## config.mk

```make
export PLATFORM = sky130hd
export DESIGN_NAME = ustc_psum_ctrl_flat
export DESIGN_NICKNAME = d
export VERILOG_FILES = /design/src/rtl/ustc_pkg.sv /design/src/rtl/ustc_psum_ctrl_if.sv /design/src/rtl/ustc_tc_counter.sv /design/src/rtl/ustc_psum_ctrl.sv /design/src/flat_wrapper.sv
export SDC_FILE = /design/constraint.sdc
export NUM_CORES = 1
export LEC_CHECK = 0
export ABC_CLOCK_PERIOD_IN_PS = 5700
export CORE_ASPECT_RATIO = 1.2
export CORE_UTILIZATION = 59
export CTS_BUF_LIST = sky130_fd_sc_hd__clkbuf_4 sky130_fd_sc_hd__clkbuf_8 sky130_fd_sc_hd__clkbuf_16
export DETAILED_ROUTE_END_ITERATION = 8
export PLACE_DENSITY = 0.9
export REMOVE_ABC_BUFFERS = 1
export SYNTH_ARGS = -nofsm -noshare
export SYNTH_HDL_FRONTEND = slang
export SYNTH_SLANG_ARGS = --single-unit
```

## constraint.sdc

```tcl
create_clock -name clk -period 5.7 [get_ports clk]
set_input_delay 1.14 -clock clk [delete_from_list [all_inputs] [get_ports clk]]
set_output_delay 1.14 -clock clk [all_outputs]
set_load 0.02 [all_outputs]
```

## src/rtl/ustc_pkg.sv

```systemverilog
// Shared defaults, state encoding and derived constants for the partial-sum
// buffer sequencer.
package ustc_pkg;

  localparam int unsigned M_DEF      = 16;
  localparam int unsigned N_DEF      = 16;
  localparam int unsigned DW_COL_DEF = 4;
  localparam int unsigned DW_CNT_DEF = 8;

  typedef enum logic [2:0] {
    ST_IDLE  = 3'd0,
    ST_CLEAR = 3'd1,
    ST_ACCUM = 3'd2,
    ST_FLUSH = 3'd3,
    ST_DRAIN = 3'd4,
    ST_NEXT  = 3'd5
  } state_e;

  // The buffer emits one header beat ahead of its M data rows.
  function automatic int unsigned drain_beats(input int unsigned m);
    return m + 1;
  endfunction

endpackage

```

## src/rtl/ustc_psum_ctrl_if.sv

```systemverilog
// Beat/column/phase signals between the sequencer and the psum buffer
// (master = sequencer, slave = array/buffer side).
interface ustc_psum_ctrl_if
  import ustc_pkg::*;
#(
  parameter int unsigned DW_COL = DW_COL_DEF
);

  logic              in_valid;
  logic              in_ready;
  logic              acc_en;
  logic [DW_COL-1:0] col;
  logic              out_en;
  logic              psum_out_valid;
  logic              psum_clr;

  modport master (
    input  in_valid, psum_out_valid,
    output in_ready, acc_en, col, out_en, psum_clr
  );

  modport slave (
    output in_valid, psum_out_valid,
    input  in_ready, acc_en, col, out_en, psum_clr
  );

endinterface

```

## src/rtl/ustc_tc_counter.sv

```systemverilog
// Up-counter with enable, synchronous clear and a programmable terminal value;
// wraps to zero when enabled at terminal count.
module ustc_tc_counter #(
  parameter int unsigned W = 8
) (
  input  logic         clk,
  input  logic         rst,
  input  logic         en_i,
  input  logic         clr_i,
  input  logic [W-1:0] term_i,
  output logic [W-1:0] q_o,
  output logic         tc_o
);

  logic [W-1:0] cnt_q, cnt_d;

  assign tc_o = (cnt_q == term_i);
  assign q_o  = cnt_q;

  always_comb begin
    cnt_d = cnt_q;
    if (clr_i) begin
      cnt_d = '0;
    end else if (en_i) begin
      cnt_d = tc_o ? '0 : cnt_q + 1'b1;
    end
  end

  always_ff @(posedge clk or posedge rst) begin
    if (rst) begin
      cnt_q <= '0;
    end else begin
      cnt_q <= cnt_d;
    end
  end

endmodule

```

## src/rtl/ustc_psum_ctrl.sv

```systemverilog
// Partial-sum buffer sequencer: clear, column-by-column accumulate, flush,
// drain, repeated per output tile of a job.
module ustc_psum_ctrl
  import ustc_pkg::*;
#(
  parameter int unsigned M           = M_DEF,
  parameter int unsigned N           = N_DEF,
  parameter int unsigned DW_COL      = DW_COL_DEF,
  parameter int unsigned DW_CNT      = DW_CNT_DEF,
  parameter int unsigned DRAIN_BEATS = drain_beats(M)
) (
  input  logic              clk,
  input  logic              rst,
  input  logic              start,
  input  logic [DW_CNT-1:0] cfg_k_steps,
  input  logic [DW_CNT-1:0] cfg_tiles,
  ustc_psum_ctrl_if.master  bus,
  output logic [DW_CNT-1:0] tile_idx,
  output logic              busy,
  output logic              done
);

  state_e            state_q, state_d;
  logic [DW_CNT-1:0] k_steps_q, k_steps_d;
  logic [DW_CNT-1:0] tiles_q, tiles_d;
  logic [DW_CNT-1:0] tile_q, tile_d;

  logic              in_ready;
  logic              acc_en;
  logic [DW_CNT-1:0] beat_cnt;
  logic              beat_tc;
  logic [DW_COL-1:0] col_cnt;
  logic              col_tc;
  logic [DW_CNT-1:0] drain_cnt;
  logic              drain_tc;
  logic              unused_cnt_bits;

  assign in_ready = (state_q == ST_ACCUM);
  assign acc_en   = bus.in_valid & in_ready;

  assign bus.in_ready = in_ready;
  assign bus.acc_en   = acc_en;
  assign bus.col      = col_cnt;
  assign bus.out_en   = (state_q == ST_FLUSH);
  assign bus.psum_clr = (state_q == ST_CLEAR);
  assign busy         = (state_q != ST_IDLE);
  assign tile_idx     = tile_q;

  ustc_tc_counter #(.W(DW_CNT)) u_beat (
    .clk    (clk),
    .rst    (rst),
    .en_i   (acc_en),
    .clr_i  (state_q != ST_ACCUM),
    .term_i (k_steps_q - 1'b1),
    .q_o    (beat_cnt),
    .tc_o   (beat_tc)
  );

  // Column is cleared on the way into CLEAR so it already reads 0 there,
  // and is held at N-1 through FLUSH/DRAIN by suppressing the final wrap.
  ustc_tc_counter #(.W(DW_COL)) u_col (
    .clk    (clk),
    .rst    (rst),
    .en_i   (acc_en & beat_tc & ~col_tc),
    .clr_i  ((state_q == ST_IDLE) || (state_q == ST_NEXT)),
    .term_i (DW_COL'(N - 1)),
    .q_o    (col_cnt),
    .tc_o   (col_tc)
  );

  ustc_tc_counter #(.W(DW_CNT)) u_drain (
    .clk    (clk),
    .rst    (rst),
    .en_i   ((state_q == ST_DRAIN) & bus.psum_out_valid),
    .clr_i  (state_q != ST_DRAIN),
    .term_i (DW_CNT'(DRAIN_BEATS - 1)),
    .q_o    (drain_cnt),
    .tc_o   (drain_tc)
  );

  assign unused_cnt_bits = ^{beat_cnt, drain_cnt};

  always_comb begin
    state_d   = state_q;
    k_steps_d = k_steps_q;
    tiles_d   = tiles_q;
    tile_d    = tile_q;
    done      = 1'b0;
    unique case (state_q)
      ST_IDLE: begin
        if (start) begin
          k_steps_d = (cfg_k_steps == '0) ? DW_CNT'(1) : cfg_k_steps;
          tiles_d   = cfg_tiles;
          tile_d    = '0;
          state_d   = (cfg_tiles == '0) ? ST_NEXT : ST_CLEAR;
        end
      end
      ST_CLEAR: state_d = ST_ACCUM;
      ST_ACCUM: begin
        if (acc_en && beat_tc && col_tc) begin
          state_d = ST_FLUSH;
        end
      end
      ST_FLUSH: state_d = ST_DRAIN;
      ST_DRAIN: begin
        if (bus.psum_out_valid && drain_tc) begin
          state_d = ST_NEXT;
        end
      end
      ST_NEXT: begin
        if (({1'b0, tile_q} + 1'b1) < {1'b0, tiles_q}) begin
          tile_d  = tile_q + 1'b1;
          state_d = ST_CLEAR;
        end else begin
          done    = 1'b1;
          tile_d  = '0;
          state_d = ST_IDLE;
        end
      end
      default: state_d = ST_IDLE;
    endcase
  end

  always_ff @(posedge clk or posedge rst) begin
    if (rst) begin
      state_q   <= ST_IDLE;
      k_steps_q <= '0;
      tiles_q   <= '0;
      tile_q    <= '0;
    end else begin
      state_q   <= state_d;
      k_steps_q <= k_steps_d;
      tiles_q   <= tiles_d;
      tile_q    <= tile_d;
    end
  end

endmodule

```

## src/flat_wrapper.sv

```systemverilog
// flat-port wrapper written by rule: the top's interface ports become plain ports
module ustc_psum_ctrl_flat import ustc_pkg::*;
#(
  parameter int unsigned M           = M_DEF,
  parameter int unsigned N           = N_DEF,
  parameter int unsigned DW_COL      = DW_COL_DEF,
  parameter int unsigned DW_CNT      = DW_CNT_DEF,
  parameter int unsigned DRAIN_BEATS = drain_beats(M)
)
  (clk, rst, start, cfg_k_steps, cfg_tiles, tile_idx, busy, done, bus_in_valid, bus_psum_out_valid, bus_in_ready, bus_acc_en, bus_col, bus_out_en, bus_psum_clr);
  ustc_psum_ctrl_if #(.DW_COL(DW_COL)) bus_i ();
  input  logic clk;
  input  logic rst;
  input  logic start;
  input  logic [DW_CNT-1:0] cfg_k_steps;
  input  logic [DW_CNT-1:0] cfg_tiles;
  output logic [DW_CNT-1:0] tile_idx;
  output logic busy;
  output logic done;
  input wire logic [$bits(bus_i.in_valid)-1:0] bus_in_valid;
  input wire logic [$bits(bus_i.psum_out_valid)-1:0] bus_psum_out_valid;
  output wire logic [$bits(bus_i.in_ready)-1:0] bus_in_ready;
  output wire logic [$bits(bus_i.acc_en)-1:0] bus_acc_en;
  output wire logic [$bits(bus_i.col)-1:0] bus_col;
  output wire logic [$bits(bus_i.out_en)-1:0] bus_out_en;
  output wire logic [$bits(bus_i.psum_clr)-1:0] bus_psum_clr;
  assign bus_i.in_valid = bus_in_valid;
  assign bus_i.psum_out_valid = bus_psum_out_valid;
  assign bus_in_ready = bus_i.in_ready;
  assign bus_acc_en = bus_i.acc_en;
  assign bus_col = bus_i.col;
  assign bus_out_en = bus_i.out_en;
  assign bus_psum_clr = bus_i.psum_clr;
  ustc_psum_ctrl #(.M(M), .N(N), .DW_COL(DW_COL), .DW_CNT(DW_CNT), .DRAIN_BEATS(DRAIN_BEATS)) u_core (.clk(clk), .rst(rst), .start(start), .cfg_k_steps(cfg_k_steps), .cfg_tiles(cfg_tiles), .bus(bus_i), .tile_idx(tile_idx), .busy(busy), .done(done));
endmodule
```

==> run metrics, run 1 <==
M1 wire length 2.39 mm; CTS Hold Buffers Added 0; initial antenna violation count 0; Synthesis Warnings 0; Hold Path Sink u_core.tiles_q[0]; switching power of the nets 475 uW; DRT Pass-1 Iters 4; pre-CTS WS 1400 ps; DRT iter0 DRCs 97; setup violators final 0; Worst Setup Path Type reg2out; max-slew violation count 0; Core ar. 0.00436 mm^2; startpoint types flop; part of the cycle the worst path needs 81.8%; DRT antenna net count 0; layout cells sized above 1 8.56%; Logic pwr share 40.7%; worst slew pin tran 578 ps; slowest stage delay, CP 560 ps; Area growth syn-to-layout 19.9%; CTS tree done; HP Class reg2reg; Yosys reg bits 47; Clock Skews 12.0 ps; # resized after CTS 0; Worst slew margin 61.5%; clock share of power 19.2%; register area share after synthesis 43.2%; CTS Buf Count 5; outcome finished clean; Worst R2R Start u_core.tile_idx[0]; TNS Setup 0 ps; clock sinks 47; sw frac 38.0%; Max-cap violations 0; Max Root-Sink Buffers 2; first-pass GRT wire length 9.76 mm; power per cell area 383 mW/mm^2; Mapped Cells 288; num rows 26; flop2flop setup slack 2460 ps; die height 76.4 um; H-tree depth 2; Main synth FF type dfrtp_1; Post-CTS Setup Bufs 0; Routed WL per cell 14.7 um; Unique masters post-synth 48; FF-to-FF path depth 13; met3 WL 204 um; cell taking the most area after synthesis dfrtp_1; Clock Tree Root clkbuf_8; Fin. Hold Viols 0; EDFF count, synth 0; share of Yosys cell area claimed by the top area cell type 43.2%; Leak Pwr 1.50 nW; Mapped Avg Cell Area 9.46 um^2; critical path fanouts, max 7; worst skew pair latency 300 ps; Seq pwr share 40.1%; Total Wirelength 5.63 mm; Power Internal 776 uW; # DRC 0; min-delay src u_core.tiles_q[0]; num ports 39; Via-to-Cell Ratio 5.74; FMAX 214 MHz; asr flop ratio synth 100%; top post-synthesis cells by area dfrtp_1 (43%), ha_1 (6.0%), xor2_1 (5.1%); Final nets 361; last weighted congestion value of the routability-driven placer 0.815; vias 2198; vias in the first global route 2240; most common library cell in the layout ignoring fill and taps dfrtp_1; ANT cells 0; Top Metal Used met4; Setup crit end kind output pin; RSZ-0062 raised after global routing no; GRT Overall Usage 25.7%; met2 WL post-DR 2.92 mm; Worst-path clk slew 70 ps; crit path cell chain ha_1 -> and3_1 -> nand3_1 -> or2_2 -> nand2_1 -> ha_1 -> and4_1 -> a21oi_1 -> o221ai_1 -> a31oi_1 -> nor3_1 -> clkdlybuf4s50_1; Final WS setup 1040 ps; Die Area 0.00489 mm^2; slowest CP cell clkdlybuf4s50_1; most frequent cells in the layout dfrtp_1 (47), clkdlybuf4s50_1 (38), nand2_1 (31), nor2_1 (23); FF-to-FF End u_core.tile_idx[2]; hold depth 1; dpl hpwl 4.14 mm; Initial Util 62.5%; crit path DAT 3520 ps; largest net degree at the start of global routing 48; maximum vdd ir drop 0.303 mV; cell mode on critical path ha_1; CP required 4560 ps; post-synthesis cell area 0.00272 mm^2; Final min period 4660 ps; grt ovf 0; Die X 64.0 um; Port Buffers 38
## power by group through the flow
stage	sequential, mW	combinational, mW	clock (mW)
floorplan	0.489	0.359	0
global placement	0.502	0.488	0
detailed placement	0.508	0.506	0
CTS	0.502	0.511	0.247
global route	0.515	0.573	0.261
finish	0.502	0.509	0.240
## sequential cells by signal, indices dropped and copies added (netlist names)
register            flops
u_core.tile_idx         8
u_core.u_col.q_o        4
u_core.u_drain.q_o      8
u_core.k_steps_q        8
u_core.tiles_q          8
u_core.state_q          3
u_core.u_beat.q_o       8
## worst max-delay path, delay by kind of cell (launching register included)
family          cells  cell delay (ps)
buf+inv             1              560
flops               1              440
fa+ha+maj           2              480
compound gates      3              740
simple gates        6             1000
## worst max-delay path by stage
stage | from | end | slack (ps) | depth (start not counted)
finish | u_core.tile_idx[0] | done | 1040 | 12
detailed placement | u_core.tile_idx[0] | done | 1400 | 12
global route | u_core.tile_idx[0] | done | 780 | 12
CTS | u_core.tile_idx[0] | done | 1010 | 12
global placement | u_core.tile_idx[0] | done | 1450 | 12
floorplan | u_core.tile_idx[0] | done | 1940 | 11
## layer usage
metal | track usage (%) | vias up
li1 | - | 1082
met1 | 30.0 | 1070
met2 | 44.7 | 37
met3 | 5.84 | 9
met4 | 10.5 | 0
met5 | 0 | -
## Yosys cell counts, drive strengths merged (2+ instances only)
| master | number |
|---|---|
| nand3b | 2 |
| or4 | 3 |
| nand2b | 6 |
| nand2 | 31 |
| nand4 | 7 |
| or3 | 3 |
| a21o | 6 |
| a32o | 4 |
| mux2 | 7 |
| nand3 | 9 |
| o21ai | 21 |
| or2 | 2 |
| nor4b | 2 |
| nor3 | 3 |
| o221ai | 2 |
| a31oi | 3 |
| clkbuf | 8 |
| nor4 | 2 |
| ha | 13 |
| dfrtp | 47 |
| nor3b | 2 |
| mux2i | 3 |
| a21oi | 7 |
| and3 | 11 |
| inv | 20 |
| xnor2 | 10 |
| and2 | 2 |
| nor2 | 24 |
| xor2 | 16 |
## per-stage QoR
step / utilization (%) / cells / total power, mW / area (um^2) / hold WS (ps)
floorplan: - / 280 / 0.849 / 2690 / 476
global placement: 72.5 / 376 / 0.990 / 3160 / 495
detailed placement: 72.5 / 376 / 1.01 / 3160 / 497
CTS: 74.9 / 383 / 1.26 / 3270 / 516
global route: 74.9 / 383 / 1.35 / 3270 / 534
finish: 74.9 / 383 / 1.25 / 3270 / 519
## cell type report
class                           count  area, um^2
Multi-Input combinational cell    213        1440
Sequential cell                    47        1180
Fill cell                         325        1090
Timing Repair Buffer               40         395
Clock buffer                        6        76.3
Inverter                           20        75.1
Tap cell                           56        70.1
Clock inverter                      1        30.0
## logic make-up after synthesis
family	Yosys count	share of synthesized area (%)
XOR/XNOR	26	8.36
adder cells (fa/ha/maj)	13	5.97
flip-flops	47	43.2
buffers and inverters	28	3.86
AND/OR/NAND/NOR	114	22.1
AO/OA/AOI/OAI	50	12.5
multiplexers	10	4.00
Note: power is estimated with default switching activity, not from simulation.
==> run 2, diff against run 1 <==
--- a/config.mk
+++ b/config.mk
@@ -5,12 +5,12 @@
 export SDC_FILE = /design/constraint.sdc
 export NUM_CORES = 1
 export LEC_CHECK = 0
-export ABC_CLOCK_PERIOD_IN_PS = 5700
+export ABC_CLOCK_PERIOD_IN_PS = 4500
 export CORE_ASPECT_RATIO = 1.2
-export CORE_UTILIZATION = 59
+export CORE_UTILIZATION = 55
 export CTS_BUF_LIST = sky130_fd_sc_hd__clkbuf_4 sky130_fd_sc_hd__clkbuf_8 sky130_fd_sc_hd__clkbuf_16
 export DETAILED_ROUTE_END_ITERATION = 8
-export PLACE_DENSITY = 0.9
+export PLACE_DENSITY = 0.85
 export REMOVE_ABC_BUFFERS = 1
 export SYNTH_ARGS = -nofsm -noshare
 export SYNTH_HDL_FRONTEND = slang
==> constraint.sdc (replaced) <==
create_clock -name clk -period 4.5 [get_ports clk]
set_input_delay 0.9 -clock clk [delete_from_list [all_inputs] [get_ports clk]]
set_output_delay 0.9 -clock clk [all_outputs]
set_load 0.02 [all_outputs]
==> run 2 against run 1 <==
Critical path depth up 1. Total power increased by 28%. Via count grew 0.55%. Global-route usage is 1.7 points lower. Non-clock buffer count grew 1. Clock skew fell by 3.0 ps. Sequential power rose by 26%. Count of clock-buffer cells in the layout is the same.
==> run metrics, run 2 (synthesized netlist as in run 1, its figures left out) <==
part of the cycle the worst path needs 94.4%; Final nets 362 (+0.28%); startpoint types flop; DRT Pass-1 Iters 4 (unchanged); most common library cell in the layout ignoring fill and taps dfrtp_1; die height 79.1 um (+3.5%); ANT cells 0 (unchanged); TNS Setup 0 ps (unchanged); Initial Util 58.4% (-4.1 points); dpl hpwl 4.09 mm (-1.3%); worst skew pair latency 300 ps (about the same); HP Class reg2reg; flop2flop setup slack 1490 ps (-970 ps); switching power of the nets 606 uW (+28%); Hold Slack 532 ps (+12.7 ps); power per cell area 487 mW/mm^2 (+27%); CP required 3600 ps (-960 ps); setup violators final 0 (unchanged); Seq pwr share 39.6% (-0.5 points); Power Internal 996 uW (+28%); vias 2210 (+0.55%); CTS Buf Count 5 (unchanged); Die Area 0.00524 mm^2 (+7.1%); sw frac 37.8% (-0.14 points); Worst slew margin 59.7% (-1.7 points); Via-to-Cell Ratio 5.71 (-0.49%); vias in the first global route 2312 (+3.2%); Logic pwr share 40.4% (-0.3 points); Core ar. 0.00466 mm^2 (+6.9%); FMAX 235 MHz; clock sinks 47 (unchanged); CTS tree done; Fillers 357 (+9.8%); max-slew violation count 0 (unchanged); Routed WL per cell 14.3 um (-2.5%); Max-cap violations 0 (unchanged); layout cells sized above 1 9.12% (+0.56 points); # resized after CTS 0 (unchanged); DRT antenna net count 0 (unchanged); Fin. Hold Viols 0 (unchanged); Post-CTS Setup Bufs 0 (unchanged); worst slew pin tran 604 ps (+26.0 ps); num ports 39 (unchanged); Clock Tree Root clkbuf_8; H-tree depth 2 (unchanged); Leak Pwr 1.51 nW (+0.71%); outcome finished clean; Setup crit end kind output pin; DRT iter0 DRCs 131 (+35%); grt ovf 0 (unchanged); largest net degree at the start of global routing 48 (unchanged); last weighted congestion value of the routability-driven placer 0.892 (+9.4%); # DRC 0 (unchanged); first-pass GRT wire length 9.67 mm (-0.99%); clock share of power 20.1% (+0.9 points); Worst Setup Path Type reg2out; crit path DAT 3350 ps (-170 ps); Clock Skews 8.98 ps (-2.99 ps); maximum vdd ir drop 0.402 mV (+33%); Area growth syn-to-layout 20.7%; GRT Overall Usage 24.0% (-1.7 points); Total Wirelength 5.55 mm (-1.5%); Final min period 4250 ps; Max Root-Sink Buffers 2 (unchanged); CTS Hold Buffers Added 0 (unchanged); Die X 66.2 um (+3.5%); Worst-path clk slew 80 ps (about the same); num rows 27 (+3.8%); RSZ-0062 raised after global routing no; initial antenna violation count 0 (unchanged); critical path fanouts, max 7 (unchanged); most frequent cells in the layout dfrtp_1 (47), clkdlybuf4s50_1 (38), nand2_1 (31), nor2_1 (23); Port Buffers 38 (unchanged)
## run 2: cell count changes in the layout (fill, tap and decap cells not counted), sizes merged
cell / previous run / this run
buf: 2 / 3
clkinv: 1 / 2
## run 2: stage by stage
| step | utilization (%) | area (um^2) | setup WS, ps | std cells | total power [mW] |
|---|---|---|---|---|---|
| after floorplan | - | 2690 | 985 | 280 | 1.07 |
| after global placement | 68.0 | 3170 | 712 | 379 | 1.26 |
| final | 70.5 | 3290 | 251 | 387 | 1.60 |
| after detailed placement | 68.0 | 3170 | 603 | 379 | 1.29 |
| after global routing | 70.5 | 3290 | 37.1 | 387 | 1.72 |
| after CTS | 70.5 | 3290 | 260 | 387 | 1.61 |
## run 2: final cells by class
| type | instances | area, um^2 | area share, % |
|---|---|---|---|
| clock buffer | 6 | 82.6 | 2.51 |
| clock inverter | 2 | 35.0 | 1.07 |
| inverter | 20 | 75.1 | 2.28 |
| multi-input combinational | 213 | 1440 | 43.9 |
| sequential | 47 | 1180 | 35.8 |
| tap | 58 | 72.6 | 2.21 |
| timing repair buffer | 41 | 403 | 12.3 |
## run 2: path summary, 6_finish.rpt
path,startpoint,end,cells past startpoint
setup / recovery,u_core.tile_idx[0],done,13
hold / removal,u_core.tiles_q[0],u_core.tiles_q[0],1
setup reg to reg,u_core.tile_idx[0],u_core.tile_idx[2],14
hold reg to reg,u_core.tiles_q[0],u_core.tiles_q[0],1
max in group asynchronous,rst,u_core.state_q[2],3
min in group asynchronous,rst,u_core.k_steps_q[0],3
## run 2: worst max-delay path, cell delays in order (launching register included)
cell             delay (ps)
dfrtp_1                 450
ha_1                    240
and3_1                  210
nand3_1                 130
or2_2                   310
nand2_1                  70
ha_1                    230
and4_1                  210
a21oi_1                 150
o221ai_1                120
a31oi_1                 150
buf_4                   180
nor3_1                   50
clkdlybuf4s50_1         550
## run 2: layer usage
metal	GRT usage (%)	wire length (um)	up-vias
li1	-	-	1085
met1	27.6	2410	1069
met2	42.8	2790	47
met3	5.60	259	9
met4	8.51	93	0
met5	0	0	-
## run 2: power by group through the flow
stage	logic (mW)	clock network (mW)	registers (mW)
after CTS	0.651	0.329	0.634
after global placement	0.620	0	0.636
final	0.647	0.322	0.634
after floorplan	0.455	0	0.620
after global routing	0.725	0.345	0.650
after detailed placement	0.647	0	0.641
==> run 3, diff against run 2 <==
--- a/config.mk
+++ b/config.mk
@@ -6,6 +6,7 @@
 export NUM_CORES = 1
 export LEC_CHECK = 0
 export ABC_CLOCK_PERIOD_IN_PS = 4500
+export CAP_MARGIN = 20
 export CORE_ASPECT_RATIO = 1.2
 export CORE_UTILIZATION = 55
 export CTS_BUF_LIST = sky130_fd_sc_hd__clkbuf_4 sky130_fd_sc_hd__clkbuf_8 sky130_fd_sc_hd__clkbuf_16
==> results of run 3 <==
No change in the layout: final DEF, timing and power equal those of run 2.
